===== src/rtl/axi_pattern_master_pkg.sv =====
// axi_self_test_pkg: types and constants shared by the pattern master and its LFSR.
package axi_self_test_pkg;

  // Master sequencing states.
  typedef enum logic [2:0] {
    ST_IDLE,
    ST_WR_REQ,
    ST_WR_GAP,
    ST_RD_REQ,
    ST_RD_GAP,
    ST_REPORT,
    ST_RPT_GAP,
    ST_FINISH
  } master_state_e;

  localparam logic [31:0] LFSR_POLY       = 32'h8020_0003;
  localparam logic [31:0] DEFAULT_SEED    = 32'hA5A5_0001;
  localparam logic [7:0]  CFG_REPORT_ADDR = 8'h8C;

  // Slave status bit flagged by a config-area write outside the decoded range.
  localparam int unsigned CONFIG_WRITE_OUTRANGE = 3;

  // One Galois step: shift right, fold the polynomial in when bit0 falls out.
  function automatic logic [31:0] lfsr_next(input logic [31:0] v);
    return v[0] ? ((v >> 1) ^ LFSR_POLY) : (v >> 1);
  endfunction

endpackage


===== src/rtl/axi_pattern_master_if.sv =====
// axi_pattern_master_if: AW/W/AR/R channel bundle between pattern master and slave.
interface axi_pattern_master_if #(
  parameter int unsigned ADDR_WIDTH = 8,
  parameter int unsigned DATA_WIDTH = 32
);
  logic [ADDR_WIDTH-1:0] M_AXI_AWADDR;
  logic                  M_AXI_AWVALID;
  logic                  M_AXI_AWREADY;
  logic [DATA_WIDTH-1:0] M_AXI_WDATA;
  logic                  M_AXI_WVALID;
  logic                  M_AXI_WREADY;
  logic [ADDR_WIDTH-1:0] M_AXI_ARADDR;
  logic                  M_AXI_ARVALID;
  logic                  M_AXI_ARREADY;
  logic [DATA_WIDTH-1:0] M_AXI_RDATA;
  logic                  M_AXI_RVALID;
  logic                  M_AXI_RREADY;

  modport master (
    output M_AXI_AWADDR, M_AXI_AWVALID, M_AXI_WDATA, M_AXI_WVALID,
    output M_AXI_ARADDR, M_AXI_ARVALID, M_AXI_RREADY,
    input  M_AXI_AWREADY, M_AXI_WREADY, M_AXI_ARREADY, M_AXI_RDATA, M_AXI_RVALID
  );

  modport slave (
    input  M_AXI_AWADDR, M_AXI_AWVALID, M_AXI_WDATA, M_AXI_WVALID,
    input  M_AXI_ARADDR, M_AXI_ARVALID, M_AXI_RREADY,
    output M_AXI_AWREADY, M_AXI_WREADY, M_AXI_ARREADY, M_AXI_RDATA, M_AXI_RVALID
  );
endinterface


===== src/rtl/axi_pattern_lfsr.sv =====
// axi_pattern_lfsr: 32-bit Galois pattern source; load has priority over step.
module axi_pattern_lfsr
  import axi_self_test_pkg::*;
#(
  parameter logic [31:0] RESET_SEED = DEFAULT_SEED
) (
  input  logic        i_clk,
  input  logic        i_rst_n,
  input  logic        i_load,
  input  logic        i_step,
  input  logic [31:0] i_seed,
  output logic [31:0] o_value
);
  logic [31:0] r_value;

  // Pattern register: reload from seed or advance one word.
  always_ff @(posedge i_clk or negedge i_rst_n) begin
    if (!i_rst_n)    r_value <= RESET_SEED;
    else if (i_load) r_value <= i_seed;
    else if (i_step) r_value <= lfsr_next(r_value);
  end

  assign o_value = r_value;
endmodule


===== src/rtl/axi_pattern_master.sv =====
// axi_pattern_master: writes NUM_WORDS LFSR words, reads them back, reports errors.
// Optional feature macro: CFG_REPORT_EN (write {16'h0, err_count} to REPORT_ADDR after reads).
//
// state      | meaning
// ST_IDLE    | waiting for start
// ST_WR_REQ  | AW/W valid, waiting for both handshakes
// ST_WR_GAP  | slave recovery after a write
// ST_RD_REQ  | AR valid until ARREADY, RREADY until RVALID
// ST_RD_GAP  | slave recovery after a read
// ST_REPORT  | error-count write to the config area
// ST_RPT_GAP | slave recovery after the report write
// ST_FINISH  | done pulse, pass resolved
module axi_pattern_master
  import axi_self_test_pkg::*;
#(
  parameter int unsigned           ADDR_WIDTH     = 8,
  parameter int unsigned           DATA_WIDTH     = 32,
  parameter logic [ADDR_WIDTH-1:0] BASE_ADDR      = '0,
  parameter int unsigned           NUM_WORDS      = 16,
  parameter logic [31:0]           SEED           = DEFAULT_SEED,
  parameter int unsigned           GAP_CYCLES     = 4,
  parameter int unsigned           TIMEOUT_CYCLES = 64,
  parameter logic [ADDR_WIDTH-1:0] REPORT_ADDR    = ADDR_WIDTH'(CFG_REPORT_ADDR)
) (
  input  logic                  S_AXI_ACLK,
  input  logic                  S_AXI_ARESETN,
  input  logic                  start,
  output logic                  busy,
  output logic                  done,
  output logic                  pass,
  output logic [15:0]           err_count,
  output logic [ADDR_WIDTH-1:0] fail_addr,
  output logic                  timeout,
  axi_pattern_master_if.master  m_axi
);
  localparam int unsigned CNT_W = (NUM_WORDS > 1) ? $clog2(NUM_WORDS) : 1;
  localparam int unsigned TMO_W = (TIMEOUT_CYCLES > 1) ? $clog2(TIMEOUT_CYCLES) : 1;
  localparam int unsigned GAP_W = (GAP_CYCLES > 1) ? $clog2(GAP_CYCLES) : 1;
  localparam logic [CNT_W-1:0] LAST_IDX = CNT_W'(NUM_WORDS - 1);
  localparam logic [TMO_W-1:0] TMO_LOAD = TMO_W'(TIMEOUT_CYCLES - 1);
  localparam logic [GAP_W-1:0] GAP_LOAD = GAP_W'(GAP_CYCLES - 1);

  master_state_e         r_state, w_next_state;
  logic [ADDR_WIDTH-1:0] r_addr, r_fail_addr;
  logic [CNT_W-1:0]      r_cnt;
  logic [TMO_W-1:0]      r_tmo;
  logic [GAP_W-1:0]      r_gap;
  logic [15:0]           r_err;
  logic                  r_aw_done, r_w_done, r_ar_done, r_timeout, r_pass;
  logic [31:0]           w_lfsr;
  logic                  w_lfsr_load, w_lfsr_step, w_is_wr, w_timeout_now;
  logic                  w_awvalid, w_wvalid, w_arvalid, w_rready;
  logic                  w_aw_hs, w_w_hs, w_ar_hs, w_wr_complete, w_rd_complete;
  logic                  w_tmo_hit, w_gap_end, w_last, w_pass_now, w_mismatch;

  axi_pattern_lfsr #(.RESET_SEED(SEED)) u_lfsr (
    .i_clk   (S_AXI_ACLK),
    .i_rst_n (S_AXI_ARESETN),
    .i_load  (w_lfsr_load),
    .i_step  (w_lfsr_step),
    .i_seed  (SEED),
    .o_value (w_lfsr)
  );

  assign w_is_wr       = (r_state == ST_WR_REQ) || (r_state == ST_REPORT);
  assign w_awvalid     = w_is_wr && !r_aw_done;
  assign w_wvalid      = w_is_wr && !r_w_done;
  assign w_arvalid     = (r_state == ST_RD_REQ) && !r_ar_done;
  assign w_rready      = (r_state == ST_RD_REQ);
  assign w_aw_hs       = w_awvalid && m_axi.M_AXI_AWREADY;
  assign w_w_hs        = w_wvalid && m_axi.M_AXI_WREADY;
  assign w_ar_hs       = w_arvalid && m_axi.M_AXI_ARREADY;
  assign w_wr_complete = (r_aw_done || w_aw_hs) && (r_w_done || w_w_hs);
  assign w_rd_complete = w_rready && m_axi.M_AXI_RVALID;
  assign w_mismatch    = m_axi.M_AXI_RDATA != DATA_WIDTH'(w_lfsr);
  assign w_tmo_hit     = (r_tmo == '0);
  assign w_gap_end     = (r_gap == '0);
  assign w_last        = (r_cnt == LAST_IDX);
  assign w_pass_now    = (r_err == 16'd0) && !r_timeout;

  // Next-state and LFSR control; completion wins over a same-cycle timeout.
  always_comb begin
    w_next_state  = r_state;
    w_lfsr_load   = 1'b0;
    w_lfsr_step   = 1'b0;
    w_timeout_now = 1'b0;
    case (r_state)
      ST_IDLE: begin
        if (start) begin
          w_next_state = ST_WR_REQ;
          w_lfsr_load  = 1'b1;
        end
      end
      ST_WR_REQ, ST_REPORT: begin
        if (w_wr_complete) begin
          w_next_state = (r_state == ST_WR_REQ) ? ST_WR_GAP : ST_RPT_GAP;
        end else if (w_tmo_hit) begin
          w_next_state  = ST_FINISH;
          w_timeout_now = 1'b1;
        end
      end
      ST_WR_GAP: begin
        if (w_gap_end) begin
          if (w_last) begin
            w_next_state = ST_RD_REQ;
            w_lfsr_load  = 1'b1;
          end else begin
            w_next_state = ST_WR_REQ;
            w_lfsr_step  = 1'b1;
          end
        end
      end
      ST_RD_REQ: begin
        if (w_rd_complete) begin
          w_next_state = ST_RD_GAP;
        end else if (w_tmo_hit) begin
          w_next_state  = ST_FINISH;
          w_timeout_now = 1'b1;
        end
      end
      ST_RD_GAP: begin
        if (w_gap_end) begin
          if (w_last) begin
`ifdef CFG_REPORT_EN
            w_next_state = ST_REPORT;
`else
            w_next_state = ST_FINISH;
`endif
          end else begin
            w_next_state = ST_RD_REQ;
            w_lfsr_step  = 1'b1;
          end
        end
      end
      ST_RPT_GAP: if (w_gap_end) w_next_state = ST_FINISH;
      ST_FINISH:  w_next_state = ST_IDLE;
      default:    w_next_state = ST_IDLE;
    endcase
  end

  // State register.
  always_ff @(posedge S_AXI_ACLK or negedge S_AXI_ARESETN) begin
    if (!S_AXI_ARESETN) r_state <= ST_IDLE;
    else                r_state <= w_next_state;
  end

  // Per-state timers and channel-done flags, rearmed on every state change.
  always_ff @(posedge S_AXI_ACLK or negedge S_AXI_ARESETN) begin
    if (!S_AXI_ARESETN) begin
      r_tmo     <= '0;
      r_gap     <= '0;
      r_aw_done <= 1'b0;
      r_w_done  <= 1'b0;
      r_ar_done <= 1'b0;
    end else if (w_next_state != r_state) begin
      r_tmo     <= TMO_LOAD;
      r_gap     <= GAP_LOAD;
      r_aw_done <= 1'b0;
      r_w_done  <= 1'b0;
      r_ar_done <= 1'b0;
    end else begin
      if (!w_tmo_hit) r_tmo <= r_tmo - TMO_W'(1);
      if (!w_gap_end) r_gap <= r_gap - GAP_W'(1);
      if (w_aw_hs)    r_aw_done <= 1'b1;
      if (w_w_hs)     r_w_done  <= 1'b1;
      if (w_ar_hs)    r_ar_done <= 1'b1;
    end
  end

  // Word address/index, error tracking and pass/timeout status.
  always_ff @(posedge S_AXI_ACLK or negedge S_AXI_ARESETN) begin
    if (!S_AXI_ARESETN) begin
      r_addr      <= '0;
      r_cnt       <= '0;
      r_err       <= '0;
      r_fail_addr <= '0;
      r_timeout   <= 1'b0;
      r_pass      <= 1'b0;
    end else begin
      if (r_state == ST_IDLE && start) begin
        r_addr      <= BASE_ADDR;
        r_cnt       <= '0;
        r_err       <= '0;
        r_fail_addr <= '0;
        r_timeout   <= 1'b0;
        r_pass      <= 1'b0;
      end
      if ((r_state == ST_WR_GAP || r_state == ST_RD_GAP) && w_gap_end) begin
        if (w_last) begin
          r_addr <= BASE_ADDR;
          r_cnt  <= '0;
        end else begin
          r_addr <= r_addr + ADDR_WIDTH'(1);
          r_cnt  <= r_cnt + CNT_W'(1);
        end
      end
      if (w_rd_complete && w_mismatch) begin
        if (r_err != 16'hFFFF) r_err <= r_err + 16'd1;
        if (r_err == 16'd0)    r_fail_addr <= r_addr;
      end
      if (w_timeout_now)         r_timeout <= 1'b1;
      if (r_state == ST_FINISH)  r_pass    <= w_pass_now;
    end
  end

  assign busy      = (r_state != ST_IDLE);
  assign done      = (r_state == ST_FINISH);
  assign pass      = done ? w_pass_now : r_pass;
  assign err_count = r_err;
  assign fail_addr = r_fail_addr;
  assign timeout   = r_timeout;

  assign m_axi.M_AXI_AWVALID = w_awvalid;
  assign m_axi.M_AXI_WVALID  = w_wvalid;
  assign m_axi.M_AXI_ARVALID = w_arvalid;
  assign m_axi.M_AXI_RREADY  = w_rready;
  assign m_axi.M_AXI_AWADDR  = (r_state == ST_WR_REQ) ? r_addr :
                               (r_state == ST_REPORT) ? REPORT_ADDR : '0;
  assign m_axi.M_AXI_WDATA   = (r_state == ST_WR_REQ) ? DATA_WIDTH'(w_lfsr) :
                               (r_state == ST_REPORT) ? DATA_WIDTH'({16'h0, r_err}) : '0;
  assign m_axi.M_AXI_ARADDR  = (r_state == ST_RD_REQ) ? r_addr : '0;
endmodule

===== src/flat_wrapper.sv =====
// flat-port wrapper written by rule: the top's interface ports become plain ports
module axi_pattern_master_flat import axi_self_test_pkg::*;
#(
  parameter int unsigned           ADDR_WIDTH     = 8,
  parameter int unsigned           DATA_WIDTH     = 32,
  parameter logic [ADDR_WIDTH-1:0] BASE_ADDR      = '0,
  parameter int unsigned           NUM_WORDS      = 16,
  parameter logic [31:0]           SEED           = DEFAULT_SEED,
  parameter int unsigned           GAP_CYCLES     = 4,
  parameter int unsigned           TIMEOUT_CYCLES = 64,
  parameter logic [ADDR_WIDTH-1:0] REPORT_ADDR    = ADDR_WIDTH'(CFG_REPORT_ADDR)
)
  (S_AXI_ACLK, S_AXI_ARESETN, start, busy, done, pass, err_count, fail_addr, timeout, m_axi_M_AXI_AWADDR, m_axi_M_AXI_AWVALID, m_axi_M_AXI_WDATA, m_axi_M_AXI_WVALID, m_axi_M_AXI_ARADDR, m_axi_M_AXI_ARVALID, m_axi_M_AXI_RREADY, m_axi_M_AXI_AWREADY, m_axi_M_AXI_WREADY, m_axi_M_AXI_ARREADY, m_axi_M_AXI_RDATA, m_axi_M_AXI_RVALID);
  axi_pattern_master_if #(.ADDR_WIDTH(ADDR_WIDTH), .DATA_WIDTH(DATA_WIDTH)) m_axi_i ();
  input  logic S_AXI_ACLK;
  input  logic S_AXI_ARESETN;
  input  logic start;
  output logic busy;
  output logic done;
  output logic pass;
  output logic [15:0] err_count;
  output logic [ADDR_WIDTH-1:0] fail_addr;
  output logic timeout;
  output wire logic [$bits(m_axi_i.M_AXI_AWADDR)-1:0] m_axi_M_AXI_AWADDR;
  output wire logic [$bits(m_axi_i.M_AXI_AWVALID)-1:0] m_axi_M_AXI_AWVALID;
  output wire logic [$bits(m_axi_i.M_AXI_WDATA)-1:0] m_axi_M_AXI_WDATA;
  output wire logic [$bits(m_axi_i.M_AXI_WVALID)-1:0] m_axi_M_AXI_WVALID;
  output wire logic [$bits(m_axi_i.M_AXI_ARADDR)-1:0] m_axi_M_AXI_ARADDR;
  output wire logic [$bits(m_axi_i.M_AXI_ARVALID)-1:0] m_axi_M_AXI_ARVALID;
  output wire logic [$bits(m_axi_i.M_AXI_RREADY)-1:0] m_axi_M_AXI_RREADY;
  input wire logic [$bits(m_axi_i.M_AXI_AWREADY)-1:0] m_axi_M_AXI_AWREADY;
  input wire logic [$bits(m_axi_i.M_AXI_WREADY)-1:0] m_axi_M_AXI_WREADY;
  input wire logic [$bits(m_axi_i.M_AXI_ARREADY)-1:0] m_axi_M_AXI_ARREADY;
  input wire logic [$bits(m_axi_i.M_AXI_RDATA)-1:0] m_axi_M_AXI_RDATA;
  input wire logic [$bits(m_axi_i.M_AXI_RVALID)-1:0] m_axi_M_AXI_RVALID;
  assign m_axi_M_AXI_AWADDR = m_axi_i.M_AXI_AWADDR;
  assign m_axi_M_AXI_AWVALID = m_axi_i.M_AXI_AWVALID;
  assign m_axi_M_AXI_WDATA = m_axi_i.M_AXI_WDATA;
  assign m_axi_M_AXI_WVALID = m_axi_i.M_AXI_WVALID;
  assign m_axi_M_AXI_ARADDR = m_axi_i.M_AXI_ARADDR;
  assign m_axi_M_AXI_ARVALID = m_axi_i.M_AXI_ARVALID;
  assign m_axi_M_AXI_RREADY = m_axi_i.M_AXI_RREADY;
  assign m_axi_i.M_AXI_AWREADY = m_axi_M_AXI_AWREADY;
  assign m_axi_i.M_AXI_WREADY = m_axi_M_AXI_WREADY;
  assign m_axi_i.M_AXI_ARREADY = m_axi_M_AXI_ARREADY;
  assign m_axi_i.M_AXI_RDATA = m_axi_M_AXI_RDATA;
  assign m_axi_i.M_AXI_RVALID = m_axi_M_AXI_RVALID;
  axi_pattern_master #(.ADDR_WIDTH(ADDR_WIDTH), .DATA_WIDTH(DATA_WIDTH), .BASE_ADDR(BASE_ADDR), .NUM_WORDS(NUM_WORDS), .SEED(SEED), .GAP_CYCLES(GAP_CYCLES), .TIMEOUT_CYCLES(TIMEOUT_CYCLES), .REPORT_ADDR(REPORT_ADDR)) u_core (.S_AXI_ACLK(S_AXI_ACLK), .S_AXI_ARESETN(S_AXI_ARESETN), .start(start), .busy(busy), .done(done), .pass(pass), .err_count(err_count), .fail_addr(fail_addr), .timeout(timeout), .m_axi(m_axi_i));
endmodule

===== config.mk =====
export PLATFORM = sky130hd
export DESIGN_NAME = axi_pattern_master_flat
export DESIGN_NICKNAME = d
export VERILOG_FILES = /design/src/rtl/axi_pattern_master_pkg.sv /design/src/rtl/axi_pattern_master_if.sv /design/src/rtl/axi_pattern_lfsr.sv /design/src/rtl/axi_pattern_master.sv /design/src/flat_wrapper.sv
export SDC_FILE = /design/constraint.sdc
export NUM_CORES = 1
export LEC_CHECK = 0
export BUFFER_PORTS_ARGS = -buffer_cell sky130_fd_sc_hd__buf_2
export CORE_AREA = 2 2 103 105
export CTS_CLUSTER_SIZE = 28
export DETAILED_ROUTE_END_ITERATION = 7
export DIE_AREA = 0 0 105 107
export GPL_TIMING_DRIVEN = 0
export PLACE_DENSITY = 0.72
export SLEW_MARGIN = 20
export SYNTH_ARGS = -nofsm -noshare
export SYNTH_HDL_FRONTEND = slang
export SYNTH_SLANG_ARGS = --single-unit

===== constraint.sdc =====
create_clock -name S_AXI_ACLK -period 2.34 [get_ports S_AXI_ACLK]
set_input_delay 0.351 -clock S_AXI_ACLK [delete_from_list [all_inputs] [get_ports S_AXI_ACLK]]
set_output_delay 0.351 -clock S_AXI_ACLK [all_outputs]
set_load 0.01 [all_outputs]

== After elaboration in Yosys (flattened, before gate mapping) ==
Cells that the tools add are included.

* Memories: 0
* Memory bits (writable): 0
* Input bits: 39
* Latch bits: 0
* Output and inout port bits: 80
* Word-level logic and storage cells: 122
* Register bits: 84
* Bits in read-only memories: 0

* Div/mod/pow operators: 0
* $lt $le $gt $ge: 0
* Reductions and logical operators: 34
* Equal/unequal tests: 13
* Add/sub/neg operators: 5
* Bitwise operators: 1
* Multiply operators: 0
* Shift operators: 0
* Multiplexer cells: 56

{| class="wikitable"
|+ Operators by type and width
! operator !! number
|-
| 32-bit 2-to-1 mux || 4
|-
| 8-bit 2-to-1 mux || 9
|-
| 16-bit 2-to-1 mux || 4
|-
| 32-bit inequality test || 1
|-
| 3-bit 2-to-1 mux || 9
|-
| 3-bit case mux with 7 select lines || 1
|-
| 1-bit 2-to-1 mux || 19
|-
| 16-bit by 1-bit adder with 16-bit output (second input constant) || 1
|-
| 16-bit zero test || 1
|-
| 16-bit inequality test (second input constant) || 1
|-
| 2-bit nonzero test || 7
|-
| 3-bit == test (second input constant) || 4
|-
| 1-bit logical AND || 12
|-
| 4-bit 2-to-1 mux || 3
|-
| 6-bit 2-to-1 mux || 2
|-
| 8-bit by 1-bit adder with 8-bit output (second input constant) || 1
|-
| 3-bit by 2-bit == test with 1-bit output (second input constant) || 2
|-
| 6-bit zero test || 1
|-
| 2-bit 2-to-1 mux || 3
|-
| 6-bit by 1-bit subtractor with 6-bit output (second input constant) || 1
|-
| 4-bit by 1-bit adder with 4-bit output (second input constant) || 1
|-
| 4-bit == test (second input constant) || 1
|-
| 1-bit zero test || 4
|-
| 1-bit logical OR || 4
|-
| other kinds (10) || 13
|}

== Longest topological paths before layout ==
Gate-level depths: netlist of run 1.

* Depth in word-level cells: 10
* Mapped depth: 10
* Gate-level depth less buffers: 8

== Modules after synthesis ==
From an unflattened synthesis of run 1, not the netlist that was laid out.

* Cells, all modules: 575
* Area total of the unflattened synthesis: 5301.3 µm²

{| class="wikitable"
|+ By module, submodules not included
! module !! times used !! cells each !! area each (µm²)
|-
| axi_pattern_master || 1 || 432 || 3761.1
|-
| axi_pattern_lfsr || 1 || 143 || 1540.2
|}

== Worst setup path after synthesis of run 1 ==
OpenSTA, ideal clock, no wires.

* Path type: register -> register
* From: register u_core.r_err[0] (netlist: u_core.err_count[0])
* To: register u_core.r_err[1] (netlist: u_core.err_count[1])
* Buffers on the path: 1
* Arrival time: 1.949 ns
* Setup time: 0.125 ns
* Path slack: 0.266 ns
* Cell stages (with the launch flop): 8
* Required time: 2.215 ns
* Cells stage by stage: dfrtp_1 -> ha_1 -> and4_4 -> nand4_4 -> o211ai_2 -> or2_2 -> buf_4 -> mux2_2

* Longest elaborated chain between the ends: 3

{| class="wikitable"
|+ Ends and longest elaborated chain
! element !! line !! source
|-
| start: declaration || axi_pattern_master.sv:48 || <nowiki>logic [15:0] r_err;</nowiki>
|-
| start signal: assignment || axi_pattern_master.sv:198 || <nowiki>if (r_err != 16'hFFFF) r_err <= r_err + 16'd1;</nowiki>
|-
| 16-bit by 1-bit adder with 16-bit output / 16-bit inequality test (equally long branches) || axi_pattern_master.sv:198 ||
|-
| 16-bit 2-to-1 mux * || axi_pattern_master.sv:198 ||
|-
| 16-bit 2-to-1 mux * || axi_pattern_master.sv:197 || <nowiki>if (w_rd_complete && w_mismatch) begin</nowiki>
|}

Every way passes the cells marked *; elsewhere a longest branch is shown, timed or not.
A chain may end at the register's enable or synchronous reset.

== Final worst setup path of run 1 ==
Same ends and word-level chain as after synthesis.

==> results of run 1 <==
==> power groups by stage <==
stage / logic, mW / clock network (mW) / registers, mW
final: 1.82 / 1.07 / 2.00
after global routing: 2.03 / 1.15 / 2.04
after CTS: 1.76 / 1.08 / 2.01
after detailed placement: 1.68 / 0 / 2.03
after global placement: 1.63 / 0 / 2.02
after floorplan: 1.16 / 0 / 1.93
==> final cells by class <==
class | instances | area [sq um] | area share
clock buffer | 11 | 141 | 0.0234
clock inverter | 5 | 58.8 | 0.00974
multi-input combinational | 433 | 2640 | 0.438
tap | 136 | 170 | 0.0282
sequential | 84 | 2120 | 0.351
timing repair buffer | 122 | 646 | 0.107
inverter | 17 | 63.8 | 0.0106
buffer | 36 | 195 | 0.0323
==> synthesized netlist by cell type, drive strengths merged, types with 8 or more instances <==
library cell	count	area (sq um)
a21oi	17	85.1
nand2	101	379
clkbuf	18	67.6
nor2	36	143
mux2i	27	270
inv	17	63.8
nand2b	9	56.3
xor2	33	289
nor3	24	120
nand4	11	83.8
o31ai	11	82.6
nor4	11	68.8
and2	21	131
and3	8	50.1
dfstp	9	236
dfrtp	75	1880
buf	19	91.3
nand3	11	55.1
o21ai	55	275
==> cell families (layout without fill, tap and decap cells) <==
group	Yosys count	in the layout
XOR/XNOR	36	36
buffers and inverters	54	191
AO/OA/AOI/OAI	109	109
flip-flops	84	84
multiplexers	29	29
AND/OR/NAND/NOR	253	253
adder cells (fa/ha/maj)	6	6
==> repair_timing <==
| action | in CTS | in global routing |
|---|---|---|
| pin swaps | 2 | 1 |
| resized for setup | 20 | 20 |
| endpoints found under the hold margin | 28 | 0 |
| hold buffers | 1 | 0 |
| endpoints found under the setup margin | 70 | 67 |
| setup buffers | 1 | 1 |
==> per-layer routing <==
layer | share of wire | track usage | wire [um] | vias to the layer above
met3 | 0.069 | 0.0444 | 977 | 20
met5 | 0 | 0 | 0 | -
li1 | - | - | - | 2254
met4 | 0.012 | 0.0752 | 170 | 0
met1 | 0.44 | 0.362 | 6270 | 2237
met2 | 0.47 | 0.412 | 6690 | 191
==> final timing paths <==
check	start	to	slack, ps	cells after the start
max in group asynchronous	S_AXI_ARESETN	u_core.u_lfsr.o_value[0]$_DFFE_PN1P_	1150	3
min reg2reg	u_core.u_lfsr.o_value[24]$_DFFE_PN1P_	u_core.u_lfsr.o_value[23]$_DFFE_PN1P_	490	2
max	u_core.err_count[0]$_DFF_PN0_	u_core.err_count[1]$_DFF_PN0_	70	7
min in group asynchronous	S_AXI_ARESETN	u_core.err_count[11]$_DFF_PN0_	520	2
max reg2reg	u_core.err_count[0]$_DFF_PN0_	u_core.err_count[1]$_DFF_PN0_	70	7
min	m_axi_M_AXI_WREADY	u_core.r_w_done$_DFFE_PN0P_	260	3
==> state kept, by name, indices dropped and copies added (netlist names) <==
name	count
u_core.u_lfsr.o_value	32
u_core.err_count	16
u_core.fail_addr	8
u_core.r_addr	8
u_core.r_tmo	6
u_core.r_cnt	4
u_core.r_state	3
u_core.r_gap	2
u_core.r_ar_done	1
u_core.r_aw_done	1
u_core.r_pass	1
u_core.r_w_done	1
u_core.timeout	1
==> worst max-delay path: cells and delay by family (launching register included) <==
family          cells  cell delay [ps]
flops               1              460
simple gates        3              580
mux                 1              350
fa+ha+maj           1              210
buf+inv             1              160
compound gates      1              390
==> through the flow <==
stage,std cells,utilization
after floorplan,571,-
after detailed placement,826,0.565
final,844,0.598
after global placement,825,0.562
after CTS,844,0.592
after global routing,844,0.598
==> qor.yml, run 1 <==
finish:
  drive_above_1_share: 0.271
  diodes: 0
  n_fill_cell: 923
  final_common_cell: "buf_2"
  layout_common_cells: "128 x buf_2, 101 x nand2_1, 72 x dfrtp_1"
  area_growth_pct: 22.8
  stdcell_area_sq_um: 6030
  num-nets-final: 748
global_routing:
  grt_max_degree: 45
  grt_pass1_wl_um: 22800
  grt_pass1_vias: 4449
  antenna_found_initial: 0
  grtUsageTotal: 0.258
  grt_overflow: 0
drt:
  vias_per_cell: 5.57
  antenna_left: 0
  wl_um: 14100
  num_vias: 4702
  drt_pass1_iterations: 7
  avgRoutedWirePerCell_um: 16.7
  first_iter_violations: 309
  drc: 0
die:
  die_area_sq_um: 11200
  core_sq_um: 10100
  rows: 37
  die_y_um: 107
  start_util: 0.487
  io_pins: 119
  die_x_um: 105
power_and_ir_drop:
  report.power.total_mw: 4.89
  worst_ir_drop_vdd_uv: 386
  p_sw_frac: 0.392
  p_leak_nw: 2.92
  seq_power_share: 0.410
  p_sw_mw: 1.91
  pwr-share-clk: 0.218
  cell_internal_pwr_mw: 2.97
  combPwrFrac: 0.372
  power_density_nw_per_um2: 810
hold_path:
  hp-class: "in2reg"
critical_path:
  max_stage_delay_ps: 460
  crit_chain: "ha_1 > and4_4 > nand4_4 > o211ai_2 > or2_2 > buf_4 > mux2_2"
  crit_path_start_kind: "flop"
  crit_slowest_cell: "dfrtp_2"
  cp-end-kind: "flop"
  crit_fanout: 9
  cp.required_ps: 2590
  cp.arrival_ps: 2510
  worstSetupPathType: "reg2reg"
placement:
  placed_area_sq_um: 5700
  portBuffers: 118
  gp_congestion: 0.969
  pre_cts_slack_ps: -67.2
  dp_hpwl_um: 10700
synthesis:
  ys_ff_latch: 84
  synth-edff-count: 0
  synth.yosys.seq_area_share: 0.430
  synth_warnings: 0
  ys.flop_type: "dfrtp_1"
  synth_simple_gate_area_frac: 0.253
  synth_top_family_by_area: "simple AND/OR/NAND/NOR gates"
  synth_compound_area_frac: 0.133
  syn_inst: 571
  synth_mux_area_frac: 0.0596
  synthDistinctLibCells: 48
  syn-cell-area_sq_um: 4910
  synth.avg_cell_area_sq_um: 8.60
  yosys.area_share.adder: 0.0153
  syn_nets: 616
  async_reset_ff_frac: 1.00
  synthXorXnorAreaFrac: 0.0642
sta:
  setup_viol: 0
  final_hold_viol_count: 0
  slew_headroom: 0.628
  worstMarginPinSlew_ps: 558
  hold_slack_ps: 262
  slew_violations: 0
  finalCritPeriodShare: 0.969
  fmax_ghz: 0.441
  min_period_ps: 2270
  fin_ws_ps: 73.0
  fin_tns_setup_ps: 0
  finClkSkew_ps: 16.7
clock_tree:
  clock_latency_ps: 370
  clk_path_buf_depth: 2
  cts-root-buf: "clkbuf_8"
  cts_tree: "built"
  cts_inserted_buffers: 9
  clock-sinks: 84
  cts.htree.levels: 3
  clk_pin_slew_ps: 80
run:
  drv_cap: 0
run_status:
  status: "finished clean"
(Power assumes the default switching activity.)
==> run 2: changes to the inputs <==
REMOVE_ABC_BUFFERS = 1   (was default)
==> run 2 against run 1 <==
Clock skew about the same. Final area about the same. Sequential share of layout area about the same. Register-to-register slack about the same. Hold slack worse by 6.2 ps. Non-clock buffer count down 19. Count of clock-buffer cells in the layout up 1. Worst setup slack worse by 31 ps. Critical path type is now reg2out. Critical endpoint is now pass. Largest power group unchanged.
==> qor.yml, run 2 (same netlist as run 1, synthesis figures left out) <==
run_status:
  status: "finished clean"
power_and_ir_drop:
  seq_power_share: 0.436  # +0.026
  power_density_nw_per_um2: 787  # -2.8%
  p_leak_nw: 2.90  # -0.79%
  p_sw_frac: 0.397  # +0.00529
  p_sw_mw: 1.89  # -1.5%
  pwr-share-clk: 0.199  # -0.019
  cell_internal_pwr_mw: 2.86  # -3.6%
  worst_ir_drop_vdd_uv: 445  # +15%
  combPwrFrac: 0.365  # -0.007
clock_tree:
  clock_latency_ps: 370  # about the same
  cts.htree.levels: 3  # unchanged
  cts_inserted_buffers: 9  # unchanged
  clock-sinks: 84  # unchanged
  cts_tree: "built"
  clk_pin_slew_ps: 90  # about the same
  cts-root-buf: "clkbuf_8"
  clk_path_buf_depth: 2  # unchanged
finish:
  postLayoutCoreUtil: 0.598  # about the same
  stdcell_area_sq_um: 6040  # about the same
  final_common_cell: "buf_2"
  layout_common_cells: "117 x buf_2, 98 x nand2_1, 69 x dfrtp_1"
  largest_reg_flops: 32  # unchanged
  drive_above_1_share: 0.282  # +0.0110
  num-nets-final: 731  # -2.3%
  area_growth_pct: 22.9  # about the same
  n_fill_cell: 937  # +1.5%
  diodes: 0  # unchanged
placement:
  pre_cts_slack_ps: -591  # -524 ps
  dp_hpwl_um: 9270  # -13%
  gp_congestion: 0.873  # -9.8%
  placed_area_sq_um: 5600  # -1.8%
  portBuffers: 118  # unchanged
sta:
  rsz0062_at_grt: "no"
  final_hold_viol_count: 0  # unchanged
  finClkSkew_ps: 16.8  # +0.0644 ps
  hold_slack_ps: 255  # -6.22 ps
  min_period_ps: 2300  # +31.0 ps
  slew_violations: 0  # unchanged
  finalCritPeriodShare: 0.982  # +0.0133
  worstMarginPinSlew_ps: 604  # +45.7 ps
  setup_viol: 0  # unchanged
  fmax_ghz: 0.435  # -1.4%
  fin_ws_ps: 42.0  # -31.0 ps
  slew_headroom: 0.596  # -0.0318
critical_path:
  max_stage_delay_ps: 480  # +20 ps
  cp.arrival_ps: 1950  # -560 ps
  critPathTopFamily: "simple AND/OR/NAND/NOR gates"
  crit_buf_inv: 1  # unchanged
  crit_fanout: 6  # -3
  worstSetupPathType: "reg2out"
  cp-end-kind: "output port"
  cp.required_ps: 1990  # -600 ps
  crit_chain: "nor4_1 > nand4_1 > o31ai_2 > buf_2"
  crit_path_start_kind: "flop"
  crit_slowest_cell: "dfrtp_1"
run:
  drv_cap: 0  # unchanged
die:
  die_y_um: 107  # unchanged
  start_util: 0.487  # unchanged
  rows: 37  # unchanged
  core_sq_um: 10100  # unchanged
  io_pins: 119  # unchanged
  die_x_um: 105  # unchanged
  die_area_sq_um: 11200  # unchanged
global_routing:
  grt_pass1_wl_um: 22400  # -1.8%
  grt_pass1_vias: 4388  # -1.4%
  antenna_found_initial: 0  # unchanged
  grt_overflow: 0  # unchanged
  grt_max_degree: 46  # +2.2%
  grtUsageTotal: 0.250  # -0.00839
drt:
  avgRoutedWirePerCell_um: 17.0  # +1.8%
  num_vias: 4657  # -0.96%
  drc: 0  # unchanged
  drt_pass1_iterations: 5  # -2
  antenna_left: 0  # unchanged
  wl_um: 14100  # -0.24%
  first_iter_violations: 306  # -0.97%
  vias_per_cell: 5.63  # +1.1%
hold_path:
  hp-class: "in2reg"
-- run 2: cell types whose count changed in the layout (fill, tap and decap cells not counted), sizes merged --
cell,change
clkbuf,-18
and2,+1
bufinv,-1
clkinv,+1
inv,-1
nor2,+1
-- run 2: worst paths after layout --
| kind | start | endpoint | slack (ps) | cells past startpoint |
|---|---|---|---|---|
| setup / recovery | u_core.err_count[15]$_DFF_PN0_ | pass | 40 | 4 |
| hold / removal | m_axi_M_AXI_ARREADY | u_core.r_ar_done$_DFFE_PN0P_ | 260 | 3 |
| setup reg to reg | u_core.u_lfsr.o_value[26]$_DFFE_PN1P_ | u_core.err_count[1]$_DFF_PN0_ | 60 | 6 |
| hold reg to reg | u_core.u_lfsr.o_value[24]$_DFFE_PN1P_ | u_core.u_lfsr.o_value[23]$_DFFE_PN1P_ | 490 | 2 |
| max in group asynchronous | S_AXI_ARESETN | u_core.u_lfsr.o_value[0]$_DFFE_PN1P_ | 1120 | 3 |
| min in group asynchronous | S_AXI_ARESETN | u_core.u_lfsr.o_value[27]$_DFFE_PN0P_ | 540 | 2 |
-- run 2: power groups by stage --
stage                     clock network, mW  registers, mW  logic [mW]
final                                 0.946           2.07        1.73
after global routing                   1.01           2.11        1.92
after CTS                             0.952           2.07        1.61
after detailed placement                  0           2.09        1.56
after global placement                    0           2.16        1.36
after floorplan                           0           2.05       0.953
-- run 2: final cells by class --
cell class                 count  area, sq um  area share
clock buffer                  12          145      0.0240
clock inverter                 4         25.0     0.00415
sequential                    84         2120       0.351
multi-input combinational    435         2710       0.448
tap                          136          170      0.0282
inverter                      17         63.8      0.0106
timing repair buffer         139          806       0.133
-- run 2: repair_timing --
item / in CTS / in global routing
cloned: 2 / 0
hold buffers: 1 / 0
endpoints found under the setup margin: 106 / 67
endpoints found under the hold margin: 34 / 0
pin swaps: 4 / 4
gates resized for setup: 13 / 14
setup buffers: 6 / 11
-- run 2: per-stage QoR --
stage | cells | TNS [ps] | power [mW]
finish | 827 | 0 | 4.75
detailed placement | 791 | -17760 | 3.65
global route | 827 | 0 | 5.04
global placement | 788 | -109450 | 3.52
floorplan | 534 | -24040 | 3.01
CTS | 816 | 0 | 4.63
-- run 2: tightest hold or removal path, stage by stage --
cell	delay [ps]
buf_2	80
a21oi_1	50
nor2b_1	110
-- run 2: metal layers --
metal	part of all wire	vias up	track usage
met1	0.43	2258	0.333
li1	-	2221	-
met2	0.49	157	0.407
met3	0.056	21	0.0438
met4	0.015	0	0.100
met5	0	-	0
